## config.mk

```make
export PLATFORM = sky130hd
export DESIGN_NAME = comp_serial_flat
export DESIGN_NICKNAME = d
export VERILOG_FILES = /design/src/rtl/comp_serial_if.sv /design/src/rtl/comp_serial.sv /design/src/flat_wrapper.sv
export SDC_FILE = /design/constraint.sdc
export NUM_CORES = 1
export LEC_CHECK = 0
export ABC_AREA = 1
export CAP_MARGIN = 40
export CORE_MARGIN = 2
export CORE_UTILIZATION = 50
export DETAILED_ROUTE_END_ITERATION = 7
export PLACE_DENSITY = 0.8
export SLEW_MARGIN = 30
export SYNTH_ARGS = -nofsm -noshare
export SYNTH_HDL_FRONTEND = slang
export SYNTH_SLANG_ARGS = --single-unit
```

## constraint.sdc

```tcl
create_clock -name clk -period 3.4 [get_ports clk]
set_clock_uncertainty 0.15 [all_clocks]
set_input_delay 0.85 -clock clk [delete_from_list [all_inputs] [get_ports clk]]
set_output_delay 0.85 -clock clk [all_outputs]
set_load 0.03 [all_outputs]
```

## src/rtl/comp_serial_if.sv

```systemverilog
// rtl/comp_serial_if.sv - digit-pair stream and result flags of the serial comparator
interface comp_serial_if;
   logic       start;
   logic       neg;
   logic       valid_in;
   logic       ready_in;
   logic [1:0] x_dig;
   logic [1:0] y_dig;
   logic       busy;
   logic       done;
   logic       gt;
   logic       eq;
   logic       lt;

   modport slave (
      input  start, neg, valid_in, x_dig, y_dig,
      output ready_in, busy, done, gt, eq, lt
   );

   modport master (
      output start, neg, valid_in, x_dig, y_dig,
      input  ready_in, busy, done, gt, eq, lt
   );
endinterface

```

## src/rtl/comp_serial.sv

```systemverilog
// rtl/comp_serial.sv - digit-serial MSB-first magnitude comparator with optional signed mode
module comp_serial #(
   parameter int N = 4
) (
   input  logic         clk,
   input  logic         reset_n,
   comp_serial_if.slave bus
);
   localparam int            CW   = (N > 1) ? $clog2(N) : 1;
   localparam logic [CW-1:0] LAST = CW'(N - 1);

   typedef enum logic [1:0] {
      S_IDLE = 2'd0,
      S_SCAN = 2'd1,
      S_DONE = 2'd2
   } state_t;

   state_t        r_state;
   state_t        w_next;
   logic [CW-1:0] r_cnt;
   logic          r_neg;
   logic          r_flip;
   logic          r_run_gt;
   logic          r_run_eq;
   logic          r_run_lt;
   logic          r_gt;
   logic          r_eq;
   logic          r_lt;

   logic          w_ready;
   logic          w_busy;
   logic          w_done;
   logic          w_accept;
   logic          w_last;
   logic          w_flip;
   logic          w_ngt;
   logic          w_neq;
   logic          w_nlt;

   assign w_last = (r_cnt == LAST);

   always_ff @(posedge clk or negedge reset_n) begin
      if (!reset_n) begin
         r_state <= S_IDLE;
      end else begin
         r_state <= w_next;
      end
   end

   always_comb begin
      w_next   = r_state;
      w_ready  = 1'b0;
      w_busy   = 1'b0;
      w_done   = 1'b0;
      w_accept = 1'b0;
      case (r_state)
         S_IDLE: begin
            if (bus.start) begin
               w_next = S_SCAN;
            end
         end
         S_SCAN: begin
            w_ready  = 1'b1;
            w_busy   = 1'b1;
            w_accept = bus.valid_in;
            if (w_accept && w_last) begin
               w_next = S_DONE;
            end
         end
         S_DONE: begin
            w_done = 1'b1;
            w_next = S_IDLE;
         end
         default: w_next = S_IDLE;
      endcase
   end

   // The sign digit differs only on the first accept; a differing sign inverts the magnitude verdict.
   assign w_flip = (r_cnt == '0) ? (r_neg & (bus.x_dig[1] ^ bus.y_dig[1])) : r_flip;
   assign w_ngt  = r_run_eq ? (bus.x_dig > bus.y_dig)  : r_run_gt;
   assign w_nlt  = r_run_eq ? (bus.x_dig < bus.y_dig)  : r_run_lt;
   assign w_neq  = r_run_eq ? (bus.x_dig == bus.y_dig) : 1'b0;

   always_ff @(posedge clk or negedge reset_n) begin
      if (!reset_n) begin
         r_cnt    <= '0;
         r_neg    <= 1'b0;
         r_flip   <= 1'b0;
         r_run_gt <= 1'b0;
         r_run_eq <= 1'b0;
         r_run_lt <= 1'b0;
         r_gt     <= 1'b0;
         r_eq     <= 1'b1;
         r_lt     <= 1'b0;
      end else begin
         if (r_state == S_IDLE && bus.start) begin
            r_neg    <= bus.neg;
            r_cnt    <= '0;
            r_flip   <= 1'b0;
            r_run_gt <= 1'b0;
            r_run_eq <= 1'b1;
            r_run_lt <= 1'b0;
         end
         if (w_accept) begin
            r_cnt    <= r_cnt + CW'(1);
            r_flip   <= w_flip;
            r_run_gt <= w_ngt;
            r_run_eq <= w_neq;
            r_run_lt <= w_nlt;
            // Visible flags change only as the FSM enters DONE.
            if (w_last) begin
               r_gt <= w_ngt ^ w_flip;
               r_eq <= w_neq;
               r_lt <= w_nlt ^ w_flip;
            end
         end
      end
   end

   assign bus.ready_in = w_ready;
   assign bus.busy     = w_busy;
   assign bus.done     = w_done;
   assign bus.gt       = r_gt;
   assign bus.eq       = r_eq;
   assign bus.lt       = r_lt;
endmodule

```

## src/flat_wrapper.sv

```systemverilog
// flat-port wrapper written by rule: the top's interface ports become plain ports
module comp_serial_flat 
#(
   parameter int N = 4
)
  (clk, reset_n, bus_start, bus_neg, bus_valid_in, bus_x_dig, bus_y_dig, bus_ready_in, bus_busy, bus_done, bus_gt, bus_eq, bus_lt);
  comp_serial_if bus_i ();
  input  logic clk;
  input  logic reset_n;
  input wire logic [$bits(bus_i.start)-1:0] bus_start;
  input wire logic [$bits(bus_i.neg)-1:0] bus_neg;
  input wire logic [$bits(bus_i.valid_in)-1:0] bus_valid_in;
  input wire logic [$bits(bus_i.x_dig)-1:0] bus_x_dig;
  input wire logic [$bits(bus_i.y_dig)-1:0] bus_y_dig;
  output wire logic [$bits(bus_i.ready_in)-1:0] bus_ready_in;
  output wire logic [$bits(bus_i.busy)-1:0] bus_busy;
  output wire logic [$bits(bus_i.done)-1:0] bus_done;
  output wire logic [$bits(bus_i.gt)-1:0] bus_gt;
  output wire logic [$bits(bus_i.eq)-1:0] bus_eq;
  output wire logic [$bits(bus_i.lt)-1:0] bus_lt;
  assign bus_i.start = bus_start;
  assign bus_i.neg = bus_neg;
  assign bus_i.valid_in = bus_valid_in;
  assign bus_i.x_dig = bus_x_dig;
  assign bus_i.y_dig = bus_y_dig;
  assign bus_ready_in = bus_i.ready_in;
  assign bus_busy = bus_i.busy;
  assign bus_done = bus_i.done;
  assign bus_gt = bus_i.gt;
  assign bus_eq = bus_i.eq;
  assign bus_lt = bus_i.lt;
  comp_serial #(.N(N)) u_core (.clk(clk), .reset_n(reset_n), .bus(bus_i));
endmodule
```

== Word level (Yosys, flattened, before mapping) ==
Index checks and enable logic that the tools add are counted.

* Flip-flop bits (word level): 12
* Output and inout bits: 6
* Bits of input ports: 9
* Logic and storage cells: 48

* Multiplexer cells: 18
* Add/sub/neg operators: 1
* Order comparisons: 2
* Reductions and logical operators: 7
* Equal/unequal tests: 6
* Bitwise operators: 4

{| class="wikitable"
|+ Operator list
! cell !! number
|-
| 1-bit 2-to-1 mux || 13
|-
| 2-bit 2-to-1 mux || 4
|-
| 2-bit == test (second input constant) || 2
|-
| 2-bit zero test || 2
|-
| 2-bit case mux with 2 select lines || 1
|-
| 2-bit AND reduction || 2
|-
| 1-bit XOR || 3
|-
| 2-bit by 1-bit adder with 2-bit output (second input constant) || 1
|-
| 2-bit by 1-bit == test with 1-bit output (second input constant) || 1
|-
| 2-bit == test || 1
|-
| 2-bit > comparator || 1
|-
| 1-bit logical AND || 2
|-
| 2-bit < comparator || 1
|-
| 2-bit by 1-bit inequality test with 1-bit output (second input constant) || 1
|-
| 2-bit inequality test (second input constant) || 1
|-
| 2-bit nonzero test || 1
|-
| 1-bit bitwise AND || 1
|}

== Longest topological paths before layout ==
Gate-level depths: netlist (run 1).

* Depth in word-level cells: 4
* Mapped depth: 11
* Depth with buffers taken out: 11

== Least setup slack after synthesis (run 1) ==
OpenSTA, ideal clock, no wires.

* Kind: input-to-reg
* Start point: input bus_y_dig[1]
* End point: register u_core.r_lt (netlist: u_core.bus.lt)
* Library setup time: 0.119 ns
* Stages on the path: 8
* Setup slack: 1.459 ns
* Buffers on the path: 0
* Data required time: 3.131 ns
* Arrival time: 1.672 ns
* Cells stage by stage: inv_1 -> ha_1 -> inv_1 -> nand2_1 -> a21oi_1 -> inv_1 -> nor2_1 -> o21ai_2

* Word-level cells in the longest chain between the ends: 4
* Elaborated cells between the ends (all ways): 6
* Those cells by class: order compare: 1; mux: 2; bitwise: 3

{| class="wikitable"
|+ RTL lines
! element !! RTL line !! source
|-
| start, declared || flat_wrapper.sv:14 || <nowiki>input wire logic [$bits(bus_i.y_dig)-1:0] bus_y_dig;</nowiki>
|-
| 1-bit XOR || comp_serial.sv:79 || <nowiki>assign w_flip = (r_cnt == '0) ? (r_neg & (bus.x_dig[1] ^ bus.y_dig[1])) : r_flip;</nowiki>
|-
| 1-bit bitwise AND || comp_serial.sv:79 ||
|-
| 1-bit 2-to-1 mux || comp_serial.sv:79 ||
|-
| 1-bit XOR * || comp_serial.sv:114 || <nowiki>r_lt <= w_nlt ^ w_flip;</nowiki>
|-
| end signal, assigned || comp_serial.sv:114 ||
|-
| end, declared || comp_serial.sv:28 || <nowiki>logic r_lt;</nowiki>
|}

Every way passes the cells marked *; elsewhere a longest branch is shown, timed or not.
A chain may end at the register's enable or synchronous reset.

== Final worst setup path (run 1) ==
* Start point: register u_core.r_state[1]
* End point: output bus_ready_in

* Word-level cells in the longest chain between the ends: 2

{| class="wikitable"
|+ RTL lines
! element !! RTL line !! source
|-
| start, declared || comp_serial.sv:18 || <nowiki>state_t r_state;</nowiki>
|-
| start signal, assigned || comp_serial.sv:46 || <nowiki>r_state <= w_next;</nowiki>
|-
| 2-bit by 1-bit == test with 1-bit output || comp_serial.sv:56 || <nowiki>case (r_state)</nowiki>
|-
| 1-bit 2-to-1 mux || comp_serial.sv:56 ||
|-
| end, declared || flat_wrapper.sv:15 || <nowiki>output wire logic [$bits(bus_i.ready_in)-1:0] bus_ready_in;</nowiki>
|}

Every way passes these cells.

==> flow_summary_export.csv, run 1 <==
group,metric,value,unit
clock_tree,cts_sinks,12,
placement,place_congestion,0.859,
global_route,grt_pass1_vias,482,
status,status,"completed",
die,core,1270,sq um
sta,setup_tns,0,ns
setup_path,worstPathMaxFanout,4,
logic_synthesis,ys_warn_count,0,
logic_synthesis,yosysSeqAreaShare,46.0,%
final_layout,final_core_util,65.7,%
setup_path,critPathRequiredTime,2.40,ns
route,drc_errors,0,
clock_tree,clk_latency,0.27,ns
route,num_vias,505,
logic_synthesis,synthDistinctLibCells,17,
clock_tree,htree_levels,1,
die,die_h,40.2,microns
clock_tree,numCtsBuffers,3,
global_route,grt_start_max_net_pins,13,
route,top_layer,"met4",
clock_tree,cts-root-buf,"clkbuf_4",
clock_tree,cts_setup_buffers,0,
setup_path,slowest_stage,"clkdlybuf4s50_1",
sta,clock.fmax,395,MHz
route,ant_nets,0,
placement,dp.cells,106,
sta,setup_ws,0.869,ns
logic_synthesis,synth.area.top_cells,"dfrtp_1 42%, nand2_1 13%, ha_1 7.6%, inv_1 7.4%, dfstp_2 4.0%",
setup_path,crit_path_end_kind,"primary output",
logic_synthesis,yosys.area.top_type,"dfrtp_1",
clock_tree,clk_path_buf_depth,2,
pwr,cellPowerDensity,819,nW/um^2
route,wire_per_inst,10.7,microns
pwr,leakage,0.000437,uW
die,start_util,51.7,%
setup_path,startpoint_type,"register",
logic_synthesis,syn_avg_cell_area,8.41,sq um
hold_path,hp-start,"u_core.bus.eq",
final_layout,synthToLayoutAreaGrowth,27.1,%
clock_tree,ctsResizeCount,0,
setup_path,r2r-start,"u_core.r_cnt[0]",
route,totalWireLength,1.17,mm
setup_path,critPathTopFamily,"buffers and inverters",
clock_tree,hold_buffers,0,
setup_path,critical_path.startpoint,"u_core.r_state[1]",
setup_path,cpPeakStageDelay,0.67,ns
logic_synthesis,ys_ff_latch,12,
route,met1Wirelength,542,microns
placement,dp_hpwl,933,microns
route,drt-initial-drc-count,13,
sta,hold_viol,0,
final_layout,drive_gt1_share,13.7,%
final_layout,final_nets,109,
sta,rsz0062_at_grt,"no",
pwr,peakVddDrop,0.000406,V
sta,period_share,74.4,%
route,firstDrtPassIters,4,
placement,dp_slack,0.918,ns
clock_tree,cts_tree,"done",
sta,slew_headroom,64.3,%
die,ios,15,
logic_synthesis,synth_top_cell_area_share,42.0,%
global_route,grt_use_total,20.2,%
global_route,grt_antenna_before_repair,0,
logic_synthesis,syn-cell-area,656,sq um
setup_path,arrival,1.53,ns
global_route,grt_first_pass_wirelength,2.04,mm
placement,portBuffers,14,
sta,setup_viol,0,
clock_tree,cts.clk_slew.worst_paths,0.07,ns
route,wl_met2,540,microns
setup_path,path_class,"register to primary output",
sta,tightest_slew,0.534,ns
sta,slew_viol_final,0,
setup_path,cp_num_buf_inv,3,
logic_synthesis,postSynthCellCount,78,
route,met3WireLength,75,microns
route,via_per_inst,4.59,
setup_path,crit_chain,"inv_1, nand2_1, inv_2, clkdlybuf4s50_1",
final_layout,antennaDiodeCount,0,
pwr,p_total,683,uW
die,num_rows,13,
final_layout,final_cells,110,
die,die_area,1620,sq um
logic_synthesis,synth_fp_nets,91,
die,dieWidth,40.2,microns
global_route,grt-ovfl-total,0,
hold_path,worstHoldPathType,"register to register",
run,cap_violations,0,
sta,fin_crit,2.53,ns
-- per-layer routing --
layer  global-route usage, %  vias up
met5                       0        -
met3                    10.0        3
met1                    26.9      218
met4                    5.00        0
met2                    29.4       11
li1                        -      273
-- metrics by stage --
stage	area, sq um	hold slack, ns
after floorplan	656	0.328
after global placement	807	0.315
after detailed placement	807	0.320
after CTS	833	0.339
after global routing	833	0.364
final	833	0.335
-- layout make-up --
cell class,instances,area [sq um]
sequential,12,302
inverter,15,56.3
timing repair buffer,14,140
clock buffer,4,26.3
tap,15,18.8
fill,119,435
multi-input combinational,50,290
-- worst min-delay path: stages, from the launching register on --
cell and delay (ns):
dfstp_2 0.37, nand2_1 0.07, o21ai_2 0.05
-- placed cells by master, fill, tap and decap left out, drive strengths merged --
master	instances
a21oi	2
clkbuf	4
clkdlybuf4s50	14
dfrtp	11
dfstp	1
ha	4
inv	15
mux2	1
nand2	25
nand3	5
nor2	5
o21ai	7
o22ai	1
-- final timing paths --
kind	to	slack (ns)	depth (start not counted)
worst min register to register	u_core.bus.eq	0.34	2
worst max register to register	u_core.bus.lt	1.99	7
max in group asynchronous	u_core.bus.eq	1.96	1
worst max-delay path	bus_ready_in	0.87	4
worst min-delay path	u_core.bus.eq	0.34	2
min in group asynchronous	u_core.bus.gt	0.77	1
-- sequential cells by signal, summed over array words and instances (netlist names) --
| register | flops |
|---|---|
| u_core.r_cnt | 2 |
| u_core.r_state | 2 |
| u_core.bus.eq | 1 |
| u_core.bus.gt | 1 |
| u_core.bus.lt | 1 |
| u_core.r_flip | 1 |
| u_core.r_neg | 1 |
| u_core.r_run_eq | 1 |
| u_core.r_run_gt | 1 |
| u_core.r_run_lt | 1 |
-- logic make-up after synthesis --
kind of cell	Yosys count	share of synthesized area [%]
AOI/OAI and AO/OA	10	8.97
buffers and inverters	16	9.73
DFF	12	46.0
muxes	1	2.29
adders and majority gates	4	7.63
and+or+nand+nor	35	25.4
-- power breakdown --
group	switching [uW]	total, uW	internal [uW]
clock	46.2	91.7	45.5
sequential	34.2	239	205
combinational	214	352	138
-- synthesized netlist by cell type --
master	count
a21oi_1	2
buf_4	1
dfrtp_1	11
dfstp_2	1
ha_1	4
inv_1	13
inv_2	2
mux2_4	1
nand2_1	22
nand2_2	2
nand2_4	1
nand3_1	5
nor2_1	4
nor2_8	1
o21ai_0	5
o21ai_2	2
o22ai_1	1
No activity file was read; power rests on OpenSTA's default activity.
==> run 2, diff against run 1 <==
Settings changed: CORE_UTILIZATION 50 to 42, PLACE_DENSITY 0.8 to 0.71.
Clock period 3.4 ns to 2.3 ns, I/O delays scaled along.
==> run 2 against run 1 <==
Power increased by 47%. First-iteration DRC count decreased by 31%. Non-clock buffer count unchanged. Critical path depth decreased by 3. Die area increased by 17%. Critical path type unchanged. Critical endpoint is now bus_eq. Largest cell class unchanged.
==> flow_summary_export.csv, run 2 (same netlist as run 1, synthesis figures left out) <==
group,metric,value,unit
final_layout,reg_top3,"u_core.r_cnt x2, u_core.r_state x2",
clock_tree,cts_tree,"done",
pwr,peakVddDrop,0.000544,V
route,totalWireLength,1.23,mm
final_layout,layout_common_cells,"22 x nand2_1, 13 x inv_1, 12 x clkdlybuf4s50_1, 11 x dfrtp_1",
clock_tree,cts_setup_buffers,0,
final_layout,final_nets,109,
run,cap_violations,0,
sta,rsz0062_at_grt,"no",
final_layout,synthToLayoutAreaGrowth,28.1,%
placement,placed_cell_area,808,sq um
placement,dp_hpwl,921,microns
setup_path,path_class,"register to primary output",
global_route,use_met1,19.3,%
setup_path,crit_chain,"clkdlybuf4s50_1",
clock_tree,numCtsBuffers,3,
die,die_h,43.5,microns
route,drc_errors,0,
die,start_util,44.0,%
die,dieWidth,43.5,microns
sta,clock.fmax,456,MHz
final_layout,final_cells,111,
global_route,grt_use_total,15.6,%
global_route,grt_start_max_net_pins,13,
placement,portBuffers,14,
sta,hold_viol,0,
status,status,"completed",
clock_tree,clk_latency,0.27,ns
clock_tree,cts-root-buf,"clkbuf_4",
route,firstDrtPassIters,4,
final_layout,fin_area,840,sq um
route,wire_per_inst,11.1,microns
die,ios,15,
setup_path,cp_num_buf_inv,1,
sta,setup_tns,0,ns
route,num_vias,523,
sta,setup_viol,0,
placement,dp.cells,107,
route,via_per_inst,4.71,
clock_tree,hold_buffers,0,
placement,place_congestion,0.811,
clock_tree,cts_sinks,12,
die,die_area,1890,sq um
sta,slew_headroom,64.4,%
global_route,grt_util_met3,7.50,%
global_route,grt_antenna_before_repair,0,
sta,period_share,95.3,%
setup_path,arrival,1.47,ns
setup_path,cpPeakStageDelay,0.66,ns
setup_path,critPathTopFamily,"buffers and inverters",
sta,slew_viol_final,0,
final_layout,drive_gt1_share,13.7,%
die,core,1490,sq um
route,ant_nets,0,
route,drt-initial-drc-count,9,
final_layout,antennaDiodeCount,0,
pwr,leakage,0.000449,uW
sta,fin_crit,2.19,ns
clock_tree,htree_levels,1,
clock_tree,clk_path_buf_depth,2,
sta,tightest_slew,0.532,ns
setup_path,critPathRequiredTime,1.57,ns
global_route,grt-ovfl-total,0,
pwr,cellPowerDensity,1200,nW/um^2
die,num_rows,14,
setup_path,crit_path_end_kind,"primary output",
setup_path,startpoint_type,"register",
setup_path,slowest_stage,"clkdlybuf4s50_1",
clock_tree,cts.clk_slew.worst_paths,0.07,ns
clock_tree,ctsResizeCount,0,
final_layout,layout_commonest_cell,"nand2_1",
global_route,grt_first_pass_wirelength,2.12,mm
hold_path,worstHoldPathType,"register to register",
global_route,busiest_layer,"met2",
setup_path,worstPathMaxFanout,2,
global_route,grt_pass1_vias,499,
global_route,use_met2,23.9,%
run 2: cell count changes in the layout (fill, tap and decap cells not counted):
cell and change:
clkdlybuf4s50_1 -2, dlymetal6s2s_1 +2
run 2: path summary, 6_finish.rpt:
check	start	to	slack, ns	depth (start not counted)
max	u_core.bus.eq	bus_eq	0.11	1
max in group asynchronous	reset_n	u_core.bus.eq	1.14	1
max reg2reg	u_core.r_cnt[0]	u_core.bus.lt	0.90	7
min in group asynchronous	reset_n	u_core.bus.lt	0.50	1
min reg2reg	u_core.bus.eq	u_core.bus.eq	0.33	2
min	u_core.bus.eq	u_core.bus.eq	0.33	2
run 2: cell type report:
type	instances	area, sq um
multi-input cells	50	290
flip-flops and latches	12	302
clock buffers	4	26.3
repair buffers	14	145
well taps	16	20.0
inverters	15	56.3
fillers	137	649
run 2: per-layer routing:
metal / part of all wire, % / up-vias / routed length, microns
li1: - / 277 / -
met1: 44 / 233 / 548
met2: 49 / 9 / 601
met3: 5.0 / 4 / 61
met4: 1.7 / 0 / 21
met5: 0 / - / 0
run 2: metrics by stage:
| stage | hold slack [ns] | utilization (%) | power [uW] | setup slack, ns |
|---|---|---|---|---|
| after global routing | 0.367 | 56.4 | 1100 | 0.0720 |
| after floorplan | 0.129 | - | 732 | 0.634 |
| after CTS | 0.336 | 56.1 | 1020 | 0.0291 |
| final | 0.332 | 56.4 | 1010 | 0.107 |
| after detailed placement | 0.325 | 54.3 | 878 | 0.0682 |
| after global placement | 0.317 | 54.3 | 869 | 0.119 |
run 2: report_power, final:
group / leakage, uW / internal (uW) / total, uW / switching (uW)
clock: 0.0000150 / 67.3 / 136 / 69.0
combinational: 0.000286 / 200 / 519 / 319
sequential: 0.000148 / 302 / 351 / 49.2
total: 0.000449 / 570 / 1010 / 437
==> run 3, diff against run 2 <==
Settings changed: CTS_CLUSTER_SIZE set to 14.
==> results of run 3 <==
Same layout as run 2: the final DEF is identical, and so are final timing and power.
